<file path="config.mk">
export PLATFORM = sky130hd
export DESIGN_NAME = dvsd_16d8_div
export DESIGN_NICKNAME = d
export VERILOG_FILES = /design/src/rtl/dvsd_div_pkg.sv /design/src/rtl/dvsd_div_step.sv /design/src/rtl/dvsd_16d8_div.sv
export SDC_FILE = /design/constraint.sdc
export NUM_CORES = 1
export LEC_CHECK = 0
export BUFFER_PORTS_ARGS = -buffer_cell sky130_fd_sc_hd__buf_2
export CORE_MARGIN = 2
export CORE_UTILIZATION = 50
export DETAILED_ROUTE_END_ITERATION = 7
export PLACE_DENSITY = 0.86
export SKIP_LAST_GASP = 1
export SLEW_MARGIN = 20
export SYNTH_ARGS = -nofsm -noshare
export SYNTH_HDL_FRONTEND = slang
export SYNTH_HIERARCHICAL = 1
export SYNTH_SLANG_ARGS = --single-unit
</file>
<file path="constraint.sdc">
create_clock -name clock -period 2.4 [get_ports clock]
set_clock_uncertainty 0.05 [all_clocks]
set_input_delay 0.36 -clock clock [delete_from_list [all_inputs] [get_ports clock]]
set_output_delay 0.36 -clock clock [all_outputs]
set_load 0.1 [all_outputs]
</file>
<file path="src/rtl/dvsd_div_pkg.sv">
// Shared definitions for the 16-by-8 restoring divider.
//   DIV_NW    : default dividend / quotient width
//   DIV_DW    : default divisor / remainder width
//   div_state_e : control FSM states
//   cnt_width() : width of the iteration counter for a given dividend width
package dvsd_div_pkg;

  localparam int DIV_NW = 16;
  localparam int DIV_DW = 8;

  typedef enum logic {
    IDLE = 1'b0,
    RUN  = 1'b1
  } div_state_e;

  // The counter only has to reach NW-1, so log2(NW) bits suffice.
  function automatic int cnt_width(input int n);
    return $clog2(n);
  endfunction

endpackage

</file>
<file path="src/rtl/dvsd_div_step.sv">
// One restoring-division iteration: shift the next dividend bit into the
// partial remainder, then subtract the divisor if it fits.
// Ports:
//   pr_i      : partial remainder from the previous iteration (DW+1 bits)
//   bit_i     : next dividend bit, MSB first
//   divisor_i : divisor
//   pr_o      : updated partial remainder
//   qbit_o    : quotient bit produced by this iteration
module dvsd_div_step #(
  parameter int DW = 8
) (
  input  logic [DW:0]   pr_i,
  input  logic          bit_i,
  input  logic [DW-1:0] divisor_i,
  output logic [DW:0]   pr_o,
  output logic          qbit_o
);

  logic [DW+1:0] shifted;
  logic          fits;

  always_comb begin
    // Full-width shift keeps every incoming bit visible to the compare; the
    // restoring invariant pr < divisor guarantees the result fits in DW+1.
    shifted = {pr_i, bit_i};
    fits    = (shifted >= {2'b00, divisor_i});
    qbit_o  = fits;
    if (fits) begin
      pr_o = (DW+1)'(shifted - {2'b00, divisor_i});
    end else begin
      pr_o = (DW+1)'(shifted);
    end
  end

endmodule

</file>
<file path="src/rtl/dvsd_16d8_div.sv">
// Sequential unsigned divider, one quotient bit per clock (restoring
// algorithm). Inverse of the 8x8 multiplier: product / operand -> operand.
// Ports:
//   clock    : rising-edge clock
//   resetn   : asynchronous active-low reset
//   start    : request, accepted only while idle
//   dividend : numerator, captured on accepted start
//   divisor  : denominator, captured on accepted start
//   busy     : division in progress
//   done     : one-cycle pulse when q/r/dbz have been updated
//   q, r     : quotient and remainder of the last completed division
//   dbz      : last completed division had a zero divisor
module dvsd_16d8_div
  import dvsd_div_pkg::*;
#(
  parameter int NW = DIV_NW,
  parameter int DW = DIV_DW
) (
  input  logic          clock,
  input  logic          resetn,
  input  logic          start,
  input  logic [NW-1:0] dividend,
  input  logic [DW-1:0] divisor,
  output logic          busy,
  output logic          done,
  output logic [NW-1:0] q,
  output logic [DW-1:0] r,
  output logic          dbz
);

  localparam int CW = cnt_width(NW);
  localparam logic [CW-1:0] LAST_CNT = CW'(NW - 1);

  div_state_e    state_q, state_d;
  logic [CW-1:0] cnt_q, cnt_d;
  // Holds the unconsumed dividend bits at the top and the quotient bits
  // collected so far at the bottom; after NW shifts it is the quotient.
  logic [NW-1:0] dvd_q, dvd_d;
  logic [DW-1:0] dvs_q, dvs_d;
  logic [DW:0]   pr_q, pr_d;
  logic [NW-1:0] q_q, q_d;
  logic [DW-1:0] r_q, r_d;
  logic          dbz_q, dbz_d;
  logic          done_q, done_d;

  logic [DW:0]   step_pr;
  logic          step_qbit;

  dvsd_div_step #(
    .DW (DW)
  ) u_step (
    .pr_i      (pr_q),
    .bit_i     (dvd_q[NW-1]),
    .divisor_i (dvs_q),
    .pr_o      (step_pr),
    .qbit_o    (step_qbit)
  );

  always_ff @(posedge clock or negedge resetn) begin
    if (!resetn) begin
      state_q <= IDLE;
      cnt_q   <= '0;
      dvd_q   <= '0;
      dvs_q   <= '0;
      pr_q    <= '0;
      q_q     <= '0;
      r_q     <= '0;
      dbz_q   <= 1'b0;
      done_q  <= 1'b0;
    end else begin
      state_q <= state_d;
      cnt_q   <= cnt_d;
      dvd_q   <= dvd_d;
      dvs_q   <= dvs_d;
      pr_q    <= pr_d;
      q_q     <= q_d;
      r_q     <= r_d;
      dbz_q   <= dbz_d;
      done_q  <= done_d;
    end
  end

  always_comb begin
    state_d = state_q;
    cnt_d   = cnt_q;
    dvd_d   = dvd_q;
    dvs_d   = dvs_q;
    pr_d    = pr_q;
    q_d     = q_q;
    r_d     = r_q;
    dbz_d   = dbz_q;
    done_d  = 1'b0;

    unique case (state_q)
      IDLE: begin
        if (start) begin
          dvd_d   = dividend;
          dvs_d   = divisor;
          pr_d    = '0;
          cnt_d   = '0;
          state_d = RUN;
        end
      end

      RUN: begin
        if (dvs_q == '0) begin
          // Zero divisor: skip the iterations and report saturated quotient,
          // low dividend byte as remainder.
          q_d     = '1;
          r_d     = dvd_q[DW-1:0];
          dbz_d   = 1'b1;
          done_d  = 1'b1;
          state_d = IDLE;
        end else begin
          pr_d  = step_pr;
          dvd_d = {dvd_q[NW-2:0], step_qbit};
          cnt_d = cnt_q + 1'b1;
          if (cnt_q == LAST_CNT) begin
            q_d     = {dvd_q[NW-2:0], step_qbit};
            r_d     = step_pr[DW-1:0];
            dbz_d   = 1'b0;
            done_d  = 1'b1;
            state_d = IDLE;
          end
        end
      end

      default: begin
        state_d = IDLE;
      end
    endcase
  end

  assign busy = (state_q == RUN);
  assign done = done_q;
  assign q    = q_q;
  assign r    = r_q;
  assign dbz  = dbz_q;

endmodule

</file>
==> results of run 1 <==
==> layout make-up <==
type                    instances  area, um2  area share
multi-input cells             298       2000       0.431
flip-flops and latches         64       1600       0.346
repair buffers                 97        649       0.140
clock buffers                   9        124      0.0267
well taps                      99        124      0.0267
inverters                      27        101      0.0219
clock inverters                 6       37.5     0.00809
==> worst register-to-register path: cells and delay by family (launching register included) <==
kind,cells,cell delay [ps]
buffers and inverters,3,320
DFF,1,390
AOI/OAI and AO/OA,2,320
adders and majority gates,2,500
muxes,1,180
and+or+nand+nor,4,610
==> flip-flops by register name, summed over array words and instances (netlist names) <==
register and cells:
busy 1, pr_q 9, r 8, dvs_q 8
dvd_q 16, done 1, cnt_q 4, dbz 1
q 16
==> cells in the final DEF (no fill, tap or decap), types with 8 or more instances in the layout <==
master	instances
dfrtp_1	63
nand2_1	61
buf_2	54
buf_4	37
o211ai_1	36
nand4_1	32
a211oi_1	32
inv_1	24
nor2_1	22
a22oi_1	16
nand2b_1	11
nand3_1	10
clkbuf_8	9
a211o_1	8
==> what timing repair did <==
item                                   CTS  global route
buffers inserted                         3             2
setup endpoints to repair               11            13
cloned                                   1             0
pin swaps                                3             2
hold buffers                             1             0
resized for setup                       17             6
endpoints found under the hold margin   21             0
==> logic make-up (layout without fill, tap and decap cells) <==
| group | Yosys count | after routing |
|---|---|---|
| fa+ha+maj | 10 | 10 |
| mux | 5 | 5 |
| compound gates | 120 | 120 |
| buf+inv | 63 | 139 |
| xor+xnor | 3 | 3 |
| flops | 64 | 64 |
| simple gates | 160 | 160 |
==> stage by stage <==
step / hold WS (ps) / utilization / setup TNS, ps
2_1_floorplan: 14.4 / - / 0
3_3_place_gp: 323 / 0.596 / -103
3_5_place_dp: 322 / 0.596 / -949
4_1_cts: 145 / 0.632 / -174
5_1_grt: 147 / 0.636 / -726
6_report: 154 / 0.636 / -75.2
==> worst max-delay path by stage <==
| stage | depth (start not counted) | to |
|---|---|---|
| 6_report | 12 | r[0] |
| 5_1_grt | 9 | r[0] |
| 4_1_cts | 12 | r[1] |
| 3_5_place_dp | 12 | r[1] |
| 3_3_place_gp | 12 | r[1] |
| 2_1_floorplan | 12 | r[0] |
==> per-layer routing <==
| layer | routed length, um | vias up | GRT usage |
|---|---|---|---|
| met5 | 0 | - | 0 |
| met4 | 170 | 0 | 0.0707 |
| met3 | 911 | 19 | 0.0598 |
| met2 | 5000 | 207 | 0.404 |
| met1 | 4480 | 1752 | 0.371 |
| li1 | - | 1712 | - |
==> summary.txt, run 1 <==
Status = finished, violations left
Violated checks = setup timing
Cells after synthesis = 425
Grt total ovfl = 0
Port Buffers = 53
Asr flop ratio synth = 1.00
Ys Warns = 6
First-pass GRT wire length = 17500 um
EDFF count, synth = 0
TritonCTS clock tree = done
Area Growth Syn to Fin = 22.3%
Main combinational cell family by area after synthesis = compound AO/OA/AOI/OAI gates
Required time of the worst setup path = 2630 ps
R2R depth = 12
Max-cap violations = 0
Synth Register Bits = 64
Crit end category = flip-flop
Startpoint Class = flip-flop
Die H = 91.1 um
Inserted Diodes = 0
Post-DR vias/cell = 6.15
Hold worst-path end = dvs_q[0]
Root Buffer = clkbuf_8
F_max = 411 MHz
Io pins = 54
DRC Markers = 0
Crit path DAT = 2660 ps
Unrepaired setup endpoints after global routing = true
Total global-route track usage = 0.261
Reg-to-reg endpoint = r[0]
Delay-heaviest family, CP = simple AND/OR/NAND/NOR gates
Critical path cell sequence = inv_2 -> ha_4 -> inv_2 -> fa_2 -> nand3_4 -> a21oi_4 -> nor4b_4 -> buf_4 -> mux2i_1 -> nand2_1 -> a211o_1 -> nand4_1
Via count = 3690
Routed length per instance = 17.6 um
Clk buf depth = 2
Non-Filler Instances = 600
FF-to-FF Start = dvd_q[15]
Largest net degree at the start of global routing = 81
Crit path largest cell delay = 390 ps
Final WL = 10600 um
Share of layout cells above drive strength 1 = 0.267
CORE AREA = 7290 um2
Final hold violations = 0
Worst Tran Pin Value = 838 ps
Most frequent CP cell = inv_2
Hold_sp = divisor[0]
Antenna violations before repair = 0
Critical path origin = dvd_q[15]
Htree depth = 3
Period utilization = 1.01
Synth cell types = 43
Fillers = 620
DP HPWL = 6930 um
Final setup vio count = 4
Area contributors post-synth = dfrtp_1 42%, o211ai_1 7.1%, a211oi_1 6.3%, nand2_1 6.2%, nand4_1 5.3%
Synth Area in Compound Gates = 0.233
Site Rows = 31
Most numerous cell in the Yosys netlist = dfrtp_1
Vias in the first global route = 3517
Worst-path clk slew = 70 ps
Reg2Reg Setup Slack = -30 ps
Post-layout min period = 2430 ps
Simple-gate share of the synthesized area = 0.219
Yosys top cell by area = dfrtp_1
Worst setup margin = -34.7 ps
Initial DRT Pass Iterations = 6
Sequential area share after synthesis = 0.422
Initial DRC Count = 458
CTS Sinks = 64
Avg Cell Area, Syn = 8.92 um2
Antenna-violating nets left = 0
Adder-cell area share of the yosys netlist = 0.0350
Post-synthesis mux area share = 0.0135
Synth top area share = 0.422
Die Wd = 91.1 um
Post-synth top cells = 64 x dfrtp_1, 63 x nand2_1, 36 x o211ai_1
Pre-CTS setup slack = -180 ps
Initial Util = 0.520
Relative slew slack = 0.441
Hold Crit Class = in2reg
Die area = 8300 um2
Gpl congestion = 0.955
Syn_nets = 462
Crit path buf inv count = 3
Critical-path top delay cell = dfrtp_1
Dpl cell area = 4350 um2
Num CTS Buffers = 9
Synth Area in XOR/XNOR = 0.00693
Dpl cells = 578
WHS Path Cells = 3
CP max FO = 4
Final Cell Area = 4640 um2
Area of the mapped netlist = 3790 um2
Primary FF master, synth = dfrtp_1
Layout Nets = 534
Setup CP Type = reg2reg
Worst-Skew Late Latency = 350 ps
Slew Limit Fails = 0
Power of run 1 is not shown: default switching activity piles up to over one toggle a cycle in this logic, so the estimate is an artifact.
==> run 2, diff against run 1 <==
- CORE_ASPECT_RATIO: default -> 1.75
==> run 2 against run 1 <==
Against the previous run:
- the flow still finishes with violations (setup timing)
- maximum frequency decreased by 3.0%
- core utilization rose by 1.2 points
- non-clock buffer count increased by 1
- highest routed layer unchanged
- die area grew 0.33%
==> summary.txt, run 2 (synthesized netlist as in run 1, its figures left out) <==
TritonCTS clock tree = done
Crit path DAT = 2730 ps (+70 ps)
Violated checks = setup timing
Via count = 3819 (+3.5%)
Io pins = 54 (unchanged)
Grt met3 use = 0.0550 (-0.00476)
Final Cell Area = 4840 um2 (+4.3%)
Hold Crit Class = in2async
Antenna violations before repair = 0 (unchanged)
Num CTS Buffers = 9 (unchanged)
Critical path origin = dvd_q[15]
Routed length per instance = 18.6 um (+5.4%)
Area Growth Syn to Fin = 27.6%
Crit end category = flip-flop
End of the critical path = r[0]
Die H = 119 um (+31%)
Grt total ovfl = 0 (unchanged)
Port Buffers = 53 (unchanged)
Initial DRT Pass Iterations = 5 (-1)
F_max = 398 MHz (-3.0%)
Status = finished, violations left
Largest net degree at the start of global routing = 81 (unchanged)
DP HPWL = 6860 um (-0.96%)
Clk buf depth = 2 (unchanged)
Root Buffer = clkbuf_16
CTS Hold Bufs = 0 (-1)
R2R depth = 13 (+1)
Initial Util = 0.508 (-0.0119)
Worst-Skew Late Latency = 340 ps (about the same)
Post-layout min period = 2510 ps (+76.1 ps)
Die Wd = 69.8 um (-23%)
Worst setup margin = -111 ps (-76.1 ps)
Final setup vio count = 9 (+5)
Slew Limit Fails = 0 (unchanged)
Antenna-violating nets left = 0 (unchanged)
First-pass GRT wire length = 17900 um (+2.1%)
Dpl cell area = 4330 um2 (-0.32%)
FF-to-FF Start = dvd_q[15]
Most frequent cells in the layout = 62 x nand2_1, 62 x dfrtp_1, 53 x buf_2
CP max FO = 6 (+2)
Reg-to-reg endpoint = r[0]
Reg2Reg Setup Slack = -110 ps (-80 ps)
Gr busiest metal = met2
Max-cap violations = 0 (unchanged)
CORE AREA = 7460 um2 (+2.3%)
Worst Tran Pin Value = 766 ps (-71.5 ps)
Required time of the worst setup path = 2620 ps (about the same)
Die area = 8330 um2 (+0.33%)
Unrepaired setup endpoints after global routing = true
Final WL = 11000 um (+3.7%)
Setup CP Type = reg2reg
Initial DRC Count = 428 (-6.6%)
Final hold violations = 0 (unchanged)
Vias in the first global route = 3711 (+5.5%)
Layout Nets = 535 (+0.19%)
Met1 Use GR = 0.308 (-0.0626)
Share of layout cells above drive strength 1 = 0.271 (+0.00345)
Inserted Diodes = 0 (unchanged)
Gpl congestion = 0.885 (-7.3%)
Met2 Use GR = 0.453 (+0.0487)
Fin util = 0.648 (+0.0123)
Htree depth = 3 (unchanged)
Startpoint Class = flip-flop
CTS Sinks = 64 (unchanged)
Site Rows = 42 (+35%)
Post-DR vias/cell = 6.47 (+5.3%)
Period utilization = 1.05 (+0.0317)
DRC Markers = 0 (unchanged)
Relative slew slack = 0.488 (+0.0462)
Worst-path clk slew = 60 ps (about the same)
Total global-route track usage = 0.267 (+0.00592)
==> run 2: timing repair <==
action	4_1_cts	5_1_grt
setup buffers	7	1
endpoints found under the setup margin	16	15
gates resized for setup	18	7
pin swaps	14	10
==> run 2: worst min path at each step <==
stage	to	slack, ps	cells after the start
2_1_floorplan	busy	10	0
3_3_place_gp	q[1]	380	1
3_5_place_dp	q[1]	390	1
4_1_cts	q[1]	40	1
5_1_grt	q[1]	70	1
6_report	dvd_q[1]	10	1
==> run 2: per-layer routing <==
metal  up-vias  share of wire  routed length, um
met5         -              0                  0
met4         0          0.056                615
met3        55          0.056                609
met2       177           0.52               5700
met1      1871           0.37               4030
li1       1716              -                  -
==> run 2: through the flow <==
| step | setup WS, ps | std cells | TNS [ps] | hold WS, ps |
|---|---|---|---|---|
| floorplan | 4.38 | 425 | 0 | 14.4 |
| global placement | -154 | 567 | -920 | 384 |
| detailed placement | -239 | 567 | -2240 | 393 |
| CTS | -101 | 589 | -400 | 38.1 |
| global route | -157 | 590 | -1190 | 72.6 |
| finish | -111 | 590 | -579 | 10.6 |
==> run 2: worst max-delay path, cell delays in order, from the launching register on <==
cell and delay, ps:
dfrtp_1 390, inv_2 90, ha_4 140, inv_2 40, fa_2 370, nand3_4 120
a21oi_4 70, nor4b_4 220, buf_6 170, buf_6 100, mux2i_1 210, nand2_1 110
a211o_1 260, nand4_1 90
==> run 2: cell type report <==
| class | instances | area [um2] |
|---|---|---|
| inverters | 27 | 101 |
| multi-input cells | 298 | 2050 |
| clock buffers | 11 | 243 |
| repair buffers | 98 | 664 |
| flip-flops and latches | 64 | 1600 |
| fillers | 561 | 2620 |
| well taps | 88 | 110 |
| clock inverters | 4 | 70.1 |
Power of run 2 is left out for the same reason.
==> run 3, diff against run 2 <==
- REMOVE_ABC_BUFFERS: default -> 1
==> run 3 against run 2 <==
Against the previous run:
- wire length down 0.79%
- the flow still finishes with violations (setup timing)
- sequential share of layout area up 0.48 points
- non-clock buffer count down 4
==> summary.txt, run 3 (synthesized netlist as in run 1, its figures left out) <==
Worst setup margin = -57.6 ps (+53.2 ps)
Reg-to-reg endpoint = r[2]
Root Buffer = clkbuf_16
Startpoint Class = flip-flop
Non-Filler Instances = 587 (-0.51%)
Unrepaired setup endpoints after global routing = true
Layout Nets = 531 (-0.75%)
Setup CP Type = reg2reg
Site Rows = 42 (unchanged)
DP HPWL = 7160 um (+4.4%)
Clk buf depth = 2 (unchanged)
Initial Util = 0.508 (unchanged)
Critical-path top delay cell = dfrtp_1
Share of layout cells above drive strength 1 = 0.269 (-0.00238)
Post-layout min period = 2460 ps (-53.2 ps)
Total global-route track usage = 0.266 (-0.000885)
Hold Crit Class = in2reg
WHS Path Cells = 3
First-pass GRT wire length = 17600 um (-1.5%)
Largest net degree at the start of global routing = 65 (-20%)
Worst-Skew Late Latency = 340 ps (about the same)
Port Buffers = 53 (unchanged)
Slew Limit Fails = 0 (unchanged)
Die Wd = 69.8 um (unchanged)
Fillers = 600 (+7.0%)
Grt total ovfl = 0 (unchanged)
Num CTS Buffers = 9 (unchanged)
Hold_sp = divisor[5]
F_max = 407 MHz (+2.2%)
Crit end category = flip-flop
DRC Markers = 0 (unchanged)
CORE AREA = 7460 um2 (unchanged)
Routed length per instance = 18.5 um (-0.29%)
Period utilization = 1.02 (-0.0222)
Via count = 3686 (-3.5%)
Status = finished, violations left
FF-to-FF Start = dvd_q[15]
Crit path DAT = 2680 ps (-50 ps)
Initial DRC Count = 300 (-30%)
Critical path cell sequence = inv_2 -> ha_4 -> inv_2 -> fa_2 -> nand3_4 -> a21oi_4 -> nor4b_4 -> buf_4 -> nand2_1 -> o21ai_0 -> nand2_1 -> a211o_1 -> nand4_1
Area Growth Syn to Fin = 25.7%
Violated checks = setup timing
Final hold violations = 0 (unchanged)
Vias in the first global route = 3589 (-3.3%)
Crit path largest cell delay = 390 ps (about the same)
Die H = 119 um (unchanged)
Worst-path clk slew = 60 ps (about the same)
Relative slew slack = 0.473 (-0.0150)
Reg2Reg Setup Slack = -60 ps (+50 ps)
Antenna violations before repair = 0 (unchanged)
Io pins = 54 (unchanged)
Antenna-violating nets left = 0 (unchanged)
Most frequent cells in the layout = 63 x dfrtp_1, 60 x nand2_1, 53 x buf_2
Post-DR vias/cell = 6.28 (-3.0%)
Max-cap violations = 0 (unchanged)
Leading cell type in the layout, fill and taps excluded = dfrtp_1
Gpl congestion = 0.928 (+4.8%)
Htree depth = 3 (unchanged)
CP max FO = 6 (unchanged)
Worst Tran Pin Value = 791 ps (+24.6 ps)
Die area = 8330 um2 (unchanged)
TritonCTS clock tree = done
Required time of the worst setup path = 2620 ps (about the same)
Hold worst-path end = dvs_q[5]
Final WL = 10900 um (-0.79%)
CTS Sinks = 64 (unchanged)
Inserted Diodes = 0 (unchanged)
Initial DRT Pass Iterations = 5 (unchanged)
Final setup vio count = 5 (-4)
R2R depth = 13 (unchanged)
Dpl cells = 565 (-0.35%)
-- run 3: changes by cell type in the layout (fill, tap and decap cells not counted), sizes merged --
cell         previous run  this run
buf                    98        93
bufinv                  2         0
clkinv                  2         4
dlygate4sd3             0         1
clkbuf                 11        12
-- run 3: metal layers --
layer	track usage	share of wire	wire length (um)
met1	0.323	0.38	4180
met2	0.433	0.52	5620
met3	0.0550	0.050	547
met4	0.155	0.047	514
met5	0	0	0
-- run 3: through the flow --
| stage | util | setup WS, ps | hold WS, ps | instance area [um2] | TNS (ps) |
|---|---|---|---|---|---|
| final | 0.639 | -57.6 | 170 | 4770 | -117 |
| after global routing | 0.639 | -141 | 181 | 4770 | -858 |
| after CTS | 0.620 | -11.1 | 167 | 4630 | -11.1 |
| after detailed placement | 0.580 | -167 | 347 | 4330 | -821 |
| after global placement | 0.579 | -94.3 | 345 | 4320 | -195 |
| after floorplan | - | -1090 | 14.4 | 3630 | -50200 |
-- run 3: worst max-delay path: cells and delay by family (launching register included) --
kind | cells | cell delay (ps)
compound gates | 3 | 430
fa+ha+maj | 2 | 510
buf+inv | 3 | 330
flops | 1 | 390
simple gates | 5 | 680
-- run 3: layout make-up --
cell class,count,area (um2),area share
clock buffer,12,246,0.0517
clock inverter,4,20.0,0.00420
inverter,27,101,0.0213
multi-input combinational,298,2060,0.431
sequential,64,1600,0.336
tap,88,110,0.0231
timing repair buffer,94,629,0.132
-- run 3: timing repair --
action	4_1_cts	5_1_grt
gates cloned	0	0
endpoints found under the setup margin	10	10
pin swaps	1	7
hold buffers	1	0
buffers inserted	0	5
endpoints found under the hold margin	15	0
gates resized for setup	7	22
-- run 3: how the worst max path moves through the flow --
stage / start / endpoint / slack (ps)
global route: dvd_q[15] / r[7] / -140
CTS: dvd_q[15] / r[1] / -10
finish: dvd_q[15] / r[2] / -60
detailed placement: dvd_q[15] / r[1] / -170
global placement: dvd_q[15] / r[1] / -90
floorplan: busy / dvd_q[0] / -1090
Power of run 3 is left out for the same reason.
